===== src/rtl/man_rx_kb_if.sv =====
// Line input and DSP-side word/status bundle of the KB Manchester receiver.
// With KB_SHADOW_EN defined the bundle also carries the shadow-buffer read port.
interface man_rx_kb_if;
  logic        i_man_rx;
  logic [15:0] o_word;
  logic [2:0]  o_word_idx;
  logic        o_word_valid;
  logic        o_frame_done;
  logic        o_frame_ok;
  logic        o_sum_err;
  logic        o_crc_err;
  logic        o_sync_err;
  logic [15:0] o_frame_cnt;
`ifdef KB_SHADOW_EN
  logic [2:0]  i_rd_addr;
  logic [15:0] o_rd_data;

  modport master (
    output i_man_rx, i_rd_addr,
    input  o_word, o_word_idx, o_word_valid, o_frame_done, o_frame_ok,
           o_sum_err, o_crc_err, o_sync_err, o_frame_cnt, o_rd_data
  );
  modport slave (
    input  i_man_rx, i_rd_addr,
    output o_word, o_word_idx, o_word_valid, o_frame_done, o_frame_ok,
           o_sum_err, o_crc_err, o_sync_err, o_frame_cnt, o_rd_data
  );
`else
  modport master (
    output i_man_rx,
    input  o_word, o_word_idx, o_word_valid, o_frame_done, o_frame_ok,
           o_sum_err, o_crc_err, o_sync_err, o_frame_cnt
  );
  modport slave (
    input  i_man_rx,
    output o_word, o_word_idx, o_word_valid, o_frame_done, o_frame_ok,
           o_sum_err, o_crc_err, o_sync_err, o_frame_cnt
  );
`endif
endinterface


===== src/rtl/man_rx_kb.sv =====
// Manchester receiver for the KB link: bit recovery, header/checksum/CRC checks, word streaming.
// Optional macro KB_SHADOW_EN adds an 8x16 shadow buffer holding the last good frame.
module man_rx_kb #(
  parameter int          CLK_PER_BIT = 10,
  parameter logic [15:0] HEADER      = 16'h0564,
  parameter int          DATA_WORDS  = 8,
  parameter logic [15:0] CRC_POLY    = 16'h3D65,
  parameter int          TIMEOUT     = 15
) (
  input logic        i_sys_clk,
  input logic        reset,
  man_rx_kb_if.slave bus
);
  localparam int            CW        = $clog2(TIMEOUT + 1);
  localparam logic [CW-1:0] HUNT_MIN  = CW'(CLK_PER_BIT - 2);
  localparam logic [CW-1:0] HUNT_MAX  = CW'(CLK_PER_BIT + 2);
  localparam logic [CW-1:0] LOCK_MIN  = CW'(CLK_PER_BIT - 3);
  localparam logic [CW-1:0] LOCK_MAX  = CW'(CLK_PER_BIT + 3);
  localparam logic [CW-1:0] CNT_LIMIT = CW'(TIMEOUT);
  localparam logic [2:0]    LAST_IDX  = 3'(DATA_WORDS - 1);

  typedef enum logic [2:0] {ST_HUNT, ST_HEADER, ST_DATA, ST_CRC, ST_DONE} state_t;

  state_t        state, state_nxt;
  logic          sync1, sync2, edge_q;
  logic [CW-1:0] cnt;
  logic [15:0]   shreg, crc, sum;
  logic [3:0]    bit_cnt;
  logic [2:0]    word_idx;
  logic          sum_bad, crc_bad;

  logic [15:0] word_q, frame_cnt_q;
  logic [2:0]  word_idx_q;
  logic        word_valid_q, frame_done_q, frame_ok_q, sum_err_q, crc_err_q, sync_err_q;

  logic        line_edge, bit_val, locked, hunt_hit, lock_hit, accept, timeout;
  logic        last_bit, word_done, frame_good, crc_t;
  logic [15:0] word_full, crc_next;

  // A mid-bit edge follows the previous accepted one by about one bit time;
  // HUNT uses a tighter window so that idle 1s (edges every half bit) never lock.
  assign line_edge  = sync2 ^ edge_q;
  assign bit_val    = sync2;
  assign locked     = (state == ST_HEADER) || (state == ST_DATA) || (state == ST_CRC);
  assign hunt_hit   = line_edge && (cnt >= HUNT_MIN) && (cnt <= HUNT_MAX);
  assign lock_hit   = line_edge && (cnt >= LOCK_MIN) && (cnt <= LOCK_MAX);
  assign accept     = (state == ST_HUNT) ? hunt_hit : (locked && lock_hit);
  assign timeout    = locked && (cnt == CNT_LIMIT);
  assign last_bit   = (bit_cnt == 4'd15);
  assign word_full  = {shreg[14:0], bit_val};
  assign word_done  = (state == ST_DATA) && accept && last_bit;
  assign frame_good = !sum_bad && !crc_bad;
  assign crc_t      = bit_val ^ crc[15];
  assign crc_next   = {crc[14:0], 1'b0} ^ (crc_t ? CRC_POLY : 16'h0000);

  always_ff @(posedge i_sys_clk or posedge reset) begin
    if (reset) state <= ST_HUNT;
    else       state <= state_nxt;
  end

  always_comb begin
    state_nxt = state;
    case (state)
      ST_HUNT:   if (accept) state_nxt = ST_HEADER;
      ST_HEADER: if (timeout) state_nxt = ST_HUNT;
                 else if (accept && last_bit)
                   state_nxt = (word_full == HEADER) ? ST_DATA : ST_HUNT;
      ST_DATA:   if (timeout) state_nxt = ST_HUNT;
                 else if (word_done && (word_idx == LAST_IDX)) state_nxt = ST_CRC;
      ST_CRC:    if (timeout) state_nxt = ST_HUNT;
                 else if (accept && last_bit) state_nxt = ST_DONE;
      ST_DONE:   state_nxt = ST_HUNT;
      default:   state_nxt = ST_HUNT;
    endcase
  end

  // Line sampling, bit shifting, checksum/CRC accumulation and the output strobes.
  always_ff @(posedge i_sys_clk or posedge reset) begin
    if (reset) begin
      sync1        <= 1'b0;
      sync2        <= 1'b0;
      edge_q       <= 1'b0;
      cnt          <= '0;
      shreg        <= '0;
      bit_cnt      <= '0;
      word_idx     <= '0;
      crc          <= '0;
      sum          <= '0;
      sum_bad      <= 1'b0;
      crc_bad      <= 1'b0;
      word_q       <= '0;
      word_idx_q   <= '0;
      word_valid_q <= 1'b0;
      frame_done_q <= 1'b0;
      frame_ok_q   <= 1'b0;
      sum_err_q    <= 1'b0;
      crc_err_q    <= 1'b0;
      sync_err_q   <= 1'b0;
      frame_cnt_q  <= '0;
    end else begin
      sync1  <= bus.i_man_rx;
      sync2  <= sync1;
      edge_q <= sync2;

      if (accept || ((state == ST_HUNT) && line_edge)) cnt <= '0;
      else if (cnt != CNT_LIMIT)                       cnt <= cnt + 1'b1;

      word_valid_q <= 1'b0;
      frame_done_q <= 1'b0;

      if (accept) begin
        if (state == ST_HUNT) begin
          shreg   <= {15'h0000, bit_val};
          bit_cnt <= 4'd1;
        end else begin
          shreg   <= word_full;
          bit_cnt <= bit_cnt + 4'd1;
        end
      end

      if ((state == ST_HEADER) && accept && last_bit) begin
        crc      <= '0;
        sum      <= '0;
        word_idx <= '0;
        sum_bad  <= 1'b0;
        crc_bad  <= 1'b0;
      end

      if ((state == ST_DATA) && accept) crc <= crc_next;

      if (word_done) begin
        word_q       <= word_full;
        word_idx_q   <= word_idx;
        word_valid_q <= 1'b1;
        word_idx     <= word_idx + 3'd1;
        if (word_idx == LAST_IDX) sum_bad <= (word_full != ~sum);
        else                      sum     <= sum + word_full;
      end

      if ((state == ST_CRC) && accept && last_bit) crc_bad <= (word_full != ~crc);

      if (timeout) begin
        frame_done_q <= 1'b1;
        frame_ok_q   <= 1'b0;
        sum_err_q    <= 1'b0;
        crc_err_q    <= 1'b0;
        sync_err_q   <= 1'b1;
      end

      if (state == ST_DONE) begin
        frame_done_q <= 1'b1;
        frame_ok_q   <= frame_good;
        sum_err_q    <= sum_bad;
        crc_err_q    <= crc_bad;
        sync_err_q   <= 1'b0;
        if (frame_good) frame_cnt_q <= frame_cnt_q + 16'd1;
      end
    end
  end

  assign bus.o_word       = word_q;
  assign bus.o_word_idx   = word_idx_q;
  assign bus.o_word_valid = word_valid_q;
  assign bus.o_frame_done = frame_done_q;
  assign bus.o_frame_ok   = frame_ok_q;
  assign bus.o_sum_err    = sum_err_q;
  assign bus.o_crc_err    = crc_err_q;
  assign bus.o_sync_err   = sync_err_q;
  assign bus.o_frame_cnt  = frame_cnt_q;

`ifdef KB_SHADOW_EN
  logic [15:0] stage  [8];
  logic [15:0] shadow [8];
  logic [15:0] rd_data_q;

  // Staging collects the current frame; it is committed to the shadow only once the frame checks out.
  always_ff @(posedge i_sys_clk or posedge reset) begin
    if (reset) begin
      for (int i = 0; i < 8; i++) begin
        stage[i]  <= '0;
        shadow[i] <= '0;
      end
      rd_data_q <= '0;
    end else begin
      if (word_done) stage[word_idx] <= word_full;
      if ((state == ST_DONE) && frame_good) begin
        for (int i = 0; i < 8; i++) shadow[i] <= stage[i];
      end
      rd_data_q <= shadow[bus.i_rd_addr];
    end
  end

  assign bus.o_rd_data = rd_data_q;
`endif
endmodule

===== src/flat_wrapper.sv =====
// flat-port wrapper written by rule: the top's interface ports become plain ports
module man_rx_kb_flat 
#(
  parameter int          CLK_PER_BIT = 10,
  parameter logic [15:0] HEADER      = 16'h0564,
  parameter int          DATA_WORDS  = 8,
  parameter logic [15:0] CRC_POLY    = 16'h3D65,
  parameter int          TIMEOUT     = 15
)
  (i_sys_clk, reset, bus_i_man_rx, bus_o_word, bus_o_word_idx, bus_o_word_valid, bus_o_frame_done, bus_o_frame_ok, bus_o_sum_err, bus_o_crc_err, bus_o_sync_err, bus_o_frame_cnt);
  man_rx_kb_if bus_i ();
  input logic i_sys_clk;
  input logic reset;
  input wire logic [$bits(bus_i.i_man_rx)-1:0] bus_i_man_rx;
  output wire logic [$bits(bus_i.o_word)-1:0] bus_o_word;
  output wire logic [$bits(bus_i.o_word_idx)-1:0] bus_o_word_idx;
  output wire logic [$bits(bus_i.o_word_valid)-1:0] bus_o_word_valid;
  output wire logic [$bits(bus_i.o_frame_done)-1:0] bus_o_frame_done;
  output wire logic [$bits(bus_i.o_frame_ok)-1:0] bus_o_frame_ok;
  output wire logic [$bits(bus_i.o_sum_err)-1:0] bus_o_sum_err;
  output wire logic [$bits(bus_i.o_crc_err)-1:0] bus_o_crc_err;
  output wire logic [$bits(bus_i.o_sync_err)-1:0] bus_o_sync_err;
  output wire logic [$bits(bus_i.o_frame_cnt)-1:0] bus_o_frame_cnt;
  assign bus_i.i_man_rx = bus_i_man_rx;
  assign bus_o_word = bus_i.o_word;
  assign bus_o_word_idx = bus_i.o_word_idx;
  assign bus_o_word_valid = bus_i.o_word_valid;
  assign bus_o_frame_done = bus_i.o_frame_done;
  assign bus_o_frame_ok = bus_i.o_frame_ok;
  assign bus_o_sum_err = bus_i.o_sum_err;
  assign bus_o_crc_err = bus_i.o_crc_err;
  assign bus_o_sync_err = bus_i.o_sync_err;
  assign bus_o_frame_cnt = bus_i.o_frame_cnt;
  man_rx_kb #(.CLK_PER_BIT(CLK_PER_BIT), .HEADER(HEADER), .DATA_WORDS(DATA_WORDS), .CRC_POLY(CRC_POLY), .TIMEOUT(TIMEOUT)) u_core (.i_sys_clk(i_sys_clk), .reset(reset), .bus(bus_i));
endmodule

===== config.mk =====
export PLATFORM = sky130hd
export DESIGN_NAME = man_rx_kb_flat
export DESIGN_NICKNAME = d
export VERILOG_FILES = /design/src/rtl/man_rx_kb_if.sv /design/src/rtl/man_rx_kb.sv /design/src/flat_wrapper.sv
export SDC_FILE = /design/constraint.sdc
export NUM_CORES = 1
export LEC_CHECK = 0
export CORE_MARGIN = 10
export CORE_UTILIZATION = 60
export DETAILED_ROUTE_END_ITERATION = 12
export DONT_BUFFER_PORTS = 1
export GPL_TIMING_DRIVEN = 0
export PLACE_DENSITY = 0.79
export SETUP_SLACK_MARGIN = 0.02
export SLEW_MARGIN = 10
export SYNTH_ARGS = -nofsm -noshare
export SYNTH_HDL_FRONTEND = slang
export SYNTH_SLANG_ARGS = --single-unit
export TNS_END_PERCENT = 5

===== constraint.sdc =====
create_clock -name i_sys_clk -period 5.6 [get_ports i_sys_clk]
set_input_delay 0.56 -clock i_sys_clk [delete_from_list [all_inputs] [get_ports i_sys_clk]]
set_output_delay 0.56 -clock i_sys_clk [all_outputs]
set_load 0.01 [all_outputs]

# Yosys cells after proc, flatten, opt, wreduce, memory -nomap -nowiden
# Cells that the tools add are included.
# W data, S select, Z words.
[word_totals] elab_cells=115 output_inout_bits=41 regBits=107 input_bits=3
[classes] n_bitwise=5 mux=36 reduce_logical=29 add_sub_neg=5 eq_ne=15 n_lt_le_gt_ge=4
[ops] op="$mux W16" n=5
[ops] op="$ne A16 B16 Y1" n=2
[ops] op="$not A16 Y16" n=2
[ops] op="$mux W3" n=9
[ops] op="$add A16 B1 Y16 const B" n=1
[ops] op="$add A16 B16 Y16" n=1
[ops] op="$eq A16 B11 Y1 const B" n=1
[ops] op="$logic_and A1 B1 Y1" n=16
[ops] op="$xor A16 B16 Y16" n=1
[ops] op="$mux W1" n=15
[ops] op="$mux W15" n=1
[ops] op="$mux W14" n=1
[ops] op="$mux W4" n=3
[ops] op="$pmux W3 S4" n=1
[ops] op="$reduce_bool A2 Y1" n=5
[ops] op="$ne A3 B2 Y1 const B" n=3
[ops] op="$add A4 B1 Y4 const B" n=2
[ops] op="$eq A4 B4 Y1 const B" n=2
[ops] op="$le A4 B4 Y1 const B" n=2
[ops] op="$eq A3 B2 Y1 const B" n=2
[ops] op="$eq A3 B3 Y1 const B" n=2
[ops] op="$ge A4 B3 Y1 const B" n=1
[ops] op="$ge A4 B4 Y1 const B" n=1
[ops] op="$ne A4 B4 Y1 const B" n=1
[ops] op="10 further kinds" n=14

# Depth between registers and ports, before layout
[logic_depth] depth_word=11 ltp_mapped=9

# Worst setup path after synthesis
# No wires, ideal clock.
[synth_path] path_type="reg2reg" start="register u_core.cnt[0]" end="register u_core.sum[14]" arrival_ns=1.923 path_slack_ns=3.534 path_stages_with_launch=10 setup_time_ns=0.142 synth_period_minus_slack_ns=2.066 path_cell_list="dfrtp_1 inv_1 ha_1 nand4bb_1 nand4_2 or3_1 clkbuf_1 nor3_1 a2111oi_0 o41ai_1"
[synth_between] elab_chain_cells=10 word_cells_on_any_way=17
[synth_rtl] element="start: declaration" line_no="man_rx_kb.sv:26" rtl="logic [CW-1:0] cnt;"
[synth_rtl] element="start signal: assignment" line_no="man_rx_kb.sv:106" rtl="else if (cnt != CNT_LIMIT) cnt <= cnt + 1'b1;"
[synth_rtl] element="$ge A4 B3 Y1" line_no="man_rx_kb.sv:46" rtl="assign lock_hit = line_edge && (cnt >= LOCK_MIN) && (cnt <= LOCK_MAX);"
[synth_rtl] element="$logic_and A1 B1 Y1 (2 in a row)" line_no="man_rx_kb.sv:46"
[synth_rtl] element="$logic_and A1 B1 Y1" line_no="man_rx_kb.sv:47" rtl="assign accept = (state == ST_HUNT) ? hunt_hit : (locked && lock_hit);"
[synth_rtl] element="$mux W1 (*)" line_no="man_rx_kb.sv:47"
[synth_rtl] element="$logic_and A1 B1 Y1 (2 in a row)" line_no="man_rx_kb.sv:121" rtl="if ((state == ST_HEADER) && accept && last_bit) begin"
[synth_rtl] element="$mux W16" line_no="man_rx_kb.sv:121"
[synth_rtl] element="$mux W16" line_no="man_rx_kb.sv:136" rtl="if (word_idx == LAST_IDX) sum_bad <= (word_full != ~sum);"
[synth_rtl] element="$mux W16 (*)" line_no="man_rx_kb.sv:131" rtl="if (word_done) begin"
[synth_rtl] element="end signal: assignment" line_no="man_rx_kb.sv:137" rtl="else sum <= sum + word_full;"
[synth_rtl] element="end: declaration" line_no="man_rx_kb.sv:27" rtl="logic [15:0] shreg, crc, sum;"
# Every way passes the cells marked *; elsewhere a longest branch is shown, timed or not.
# A chain may end at the register's enable or synchronous reset.

# Final worst setup path
[layout_path] start="register u_core.cnt[0]" end="register u_core.crc[15]"
[layout_between] elab_chain_cells=8 word_cells_on_any_way=15
[layout_rtl] element="$ge A4 B3 Y1" line_no="man_rx_kb.sv:46"
[layout_rtl] element="$logic_and A1 B1 Y1 (2 in a row)" line_no="man_rx_kb.sv:46"
[layout_rtl] element="$logic_and A1 B1 Y1" line_no="man_rx_kb.sv:47"
[layout_rtl] element="$mux W1 (*)" line_no="man_rx_kb.sv:47"
[layout_rtl] element="$logic_and A1 B1 Y1 (2 in a row)" line_no="man_rx_kb.sv:121"
[layout_rtl] element="$reduce_bool A2 Y1 (no line)"
[layout_rtl] element="end signal: assignment" line_no="man_rx_kb.sv:129" rtl="if ((state == ST_DATA) && accept) crc <= crc_next;"
[layout_rtl] element="end: declaration" line_no="man_rx_kb.sv:27"
# Marked as above.

==> metrics.md <==
| Metric | Value |
|---|---|
| Status | completed |
| Initial core utilization | 60.9% |
| Netlist cell types | 58 |
| HP Class | in -> async |
| Asr flop ratio synth | 100% |
| Post-Synth XOR/XNOR Area | 9.30% |
| Clk sinks | 107 |
| Final Hold Slack | 0.107 ns |
| Worst Path Max Fanout | 10 |
| R2R Path Start | u_core.cnt[0] |
| Dpl cells | 648 |
| DR DRC count | 0 |
| Post-CTS setup buffers | 0 |
| Worst-path clk slew | 0.10 ns |
| Critical path arrival | 2.85 ns |
| Flops & latches, synth | 107 |
| Worst Tran Pin Value | 1.14 ns |
| Routed wire length per instance | 18.1 µm |
| Global-route wire length before repair | 20,100 µm |
| Die X | 116 µm |
| Mapped Avg Cell Area | 10.3 µm² |
| Final period utilization | 45.3% |
| Post-synthesis mux area share | 4.42% |
| Logic pwr share | 9.2% |
| Number of synthesized flops with an enable pin | 0 |
| Post-DP HPWL | 8670 µm |
| Max Cap Viol | 0 |
| Post-Syn Area | 5550 µm² |
| Clk root buf | clkbuf_8 |
| All-Layer GR Usage | 18.5% |
| Synth Warn # | 0 |
| TritonCTS Buffers | 9 |
| Multi-input gate area | 2720 µm² |
| Reg power frac | 57.7% |
| Main combinational cell family by area after synthesis | simple AND/OR/NAND/NOR gates |
| Switch Pwr | 0.401 mW |
| Die height | 116 µm |
| Overall Power | 1.42 mW |
| Non-Filler Instances | 664 |
| Syn_nets | 562 |
| Via count | 4,086 |
| Initial DRC Count | 300 |
| Hold Buf Count CTS | 0 |
| Sequential cell area fraction in the yosys report | 48.3% |
| Maximum vdd drop | 155 µV |
| Most common cell in the netlist | dfrtp_1 |
| Clock latency at the later pin of the worst-skew pair | 0.38 ns |
| Drt first pass iters | 5 |
| Max Fclk | 0.394 GHz |
| Worst path required time | 5.92 ns |
| P_leak | 2.82 nW |
| R2R cell count | 6 |
| Detailed-route vias per instance | 6.15 |
| FF-to-FF setup slack | 3.06 ns |
| Final setup violation count | 0 |
| CTS tree | done |
| Clock tree buffer depth | 2 |
| Crit end category | flop |
| Critical path class | reg -> reg |
| Gr ovfl total | 0 |
| Top cell type's share of synthesized area | 48.3% |
| Pwr per Cell Area | 240 nW/µm² |
| Synth top cells by count | 107 x dfrtp_1, 69 x nand2_1, 44 x o21ai_0 |
| FP Rows | 35 |
| H-tree depth | 3 |
| Synth Flop Type | dfrtp_1 |
| Vias in the first global route | 4,066 |
| # port buffers | 0 |
| Leading area contributor after synthesis | dfrtp_1 |
| N_diodes | 0 |
| Io pins | 44 |
| Tmin final | 2.54 ns |
| Largest net degree at the start of global routing | 62 |
| Routability cong. | 0.905 |
| Kind of start point of the critical path | flop |
| Antenna-violating nets left | 0 |
| Switching share of power | 28.2% |
| Layout Skew | 0.0143 ns |
| Die area | 13,500 µm² |
| FF/Latch Area | 2680 µm² |
| Fin Setup TNS | 0 ns |
| RR Endpoint | u_core.crc[15] |
| Post-Synth Simple-Gate Area | 16.7% |
| Final Hold Viols | 0 |
| Unrepaired setup endpoints after global routing | false |
| Initial antenna violation count | 0 |
| Fill count | 697 |
| Synthesis-to-layout area growth | 6.63% |
| Layout cell share with drive strength beyond 1 | 10.1% |
| Max Slew Vio Count | 0 |
| P_int | 1.02 mW |
| Post-Syn Instances | 536 |
| Adder-Cell Fraction of Synth Area | 5.32% |
| Slew HR | 23.4% |
| Final WL | 12,100 µm |
| Synth Area in Compound Gates | 13.4% |
| Core footprint | 9110 µm² |
| Fin nets | 574 |
| Clock power frac | 33.2% |
| CTS resizes | 0 |
| Top cells by area, synth | dfrtp_1 48%, ha_1 5.0%, xor2_1 4.9% |
power groups by stage:
stage / combinational (mW) / clock, mW / sequential, mW
after CTS: 0.130 / 0.478 / 0.818
after global routing: 0.149 / 0.517 / 0.823
after detailed placement: 0.131 / 0 / 0.833
after floorplan: 0.105 / 0 / 0.824
final: 0.130 / 0.471 / 0.819
after global placement: 0.123 / 0 / 0.832
cell families (layout without fill, tap and decap cells):
group | count (synthesis) | in the layout
AND/OR/NAND/NOR | 175 | 175
AO/OA/AOI/OAI | 117 | 117
flip-flops | 107 | 107
XOR/XNOR | 58 | 58
buffers and inverters | 34 | 51
adder cells (fa/ha/maj) | 23 | 23
multiplexers | 22 | 22
cell usage in the layout, fill, tap and decap left out, types with 3 or more instances in the layout:
| cell | count |
|---|---|
| a22o_1 | 20 |
| nor3_1 | 18 |
| dfrtp_1 | 107 |
| nand2_1 | 69 |
| nand4_1 | 13 |
| nand2b_1 | 5 |
| mux2_2 | 20 |
| nor2_1 | 21 |
| inv_1 | 14 |
| xor2_1 | 31 |
| and3_1 | 3 |
| a21o_1 | 9 |
| nor3b_1 | 4 |
| nand3_1 | 11 |
| clkbuf_1 | 12 |
| buf_2 | 5 |
| o211ai_1 | 4 |
| a211oi_1 | 5 |
| a21oi_1 | 21 |
| ha_1 | 22 |
| nor4_1 | 4 |
| xnor2_1 | 26 |
| and4_1 | 3 |
| or3_1 | 4 |
| inv_8 | 3 |
| clkbuf_8 | 9 |
| o21ai_0 | 44 |
worst max path at each step:
| stage | start | to | slack (ns) | depth (start not counted) |
|---|---|---|---|---|
| floorplan | reset | u_core.bit_cnt[0] | 2.22 | 1 |
| global placement | reset | u_core.sum[12] | 1.28 | 1 |
| detailed placement | u_core.cnt[0] | u_core.sum[14] | 3.10 | 9 |
| CTS | u_core.cnt[0] | u_core.sum[6] | 3.06 | 8 |
| global route | u_core.cnt[0] | u_core.sum[6] | 2.84 | 8 |
| finish | u_core.cnt[0] | u_core.crc[15] | 3.06 | 6 |
final cells by class:
class | count | share of cell area (%)
multi-input combinational | 395 | 46.0
sequential | 107 | 45.3
tap | 111 | 2.35
clock buffer | 9 | 2.09
buffer | 19 | 1.50
clock inverter | 7 | 1.27
inverter | 15 | 0.994
timing repair buffer | 1 | 0.466
sequential cells by signal (all words and copies together), names as in the netlist, 3 cells and up:
register,flops
u_core.bit_cnt,4
u_core.bus.o_frame_cnt,16
u_core.bus.o_word,16
u_core.bus.o_word_idx,3
u_core.cnt,4
u_core.crc,16
u_core.shreg,15
u_core.state,3
u_core.sum,16
u_core.word_idx,3
critical path, stage by stage (launching register included):
cell and delay, ns:
dfrtp_1 0.45, ha_1 0.25, a21o_1 0.21, nand3_2 0.17, nor3_1 0.84, buf_2 0.38, a22o_1 0.18
metal layers:
metal | up-vias | GRT usage (%) | share of wire (%)
li1 | 1935 | - | -
met1 | 2009 | 23.0 | 43
met2 | 122 | 30.9 | 49
met3 | 20 | 4.52 | 6.5
met4 | 0 | 6.67 | 2.1
met5 | - | 0 | 0
through the flow:
step / instance area, µm² / setup WS [ns] / util [%]
global placement: 5680 / 1.28 / 62.4
CTS: 5910 / 3.06 / 64.9
global route: 5910 / 2.84 / 64.9
finish: 5910 / 3.06 / 64.9
detailed placement: 5710 / 3.10 / 62.7
floorplan: 5550 / 2.22 / -
Power figures use the tool's default switching activity.
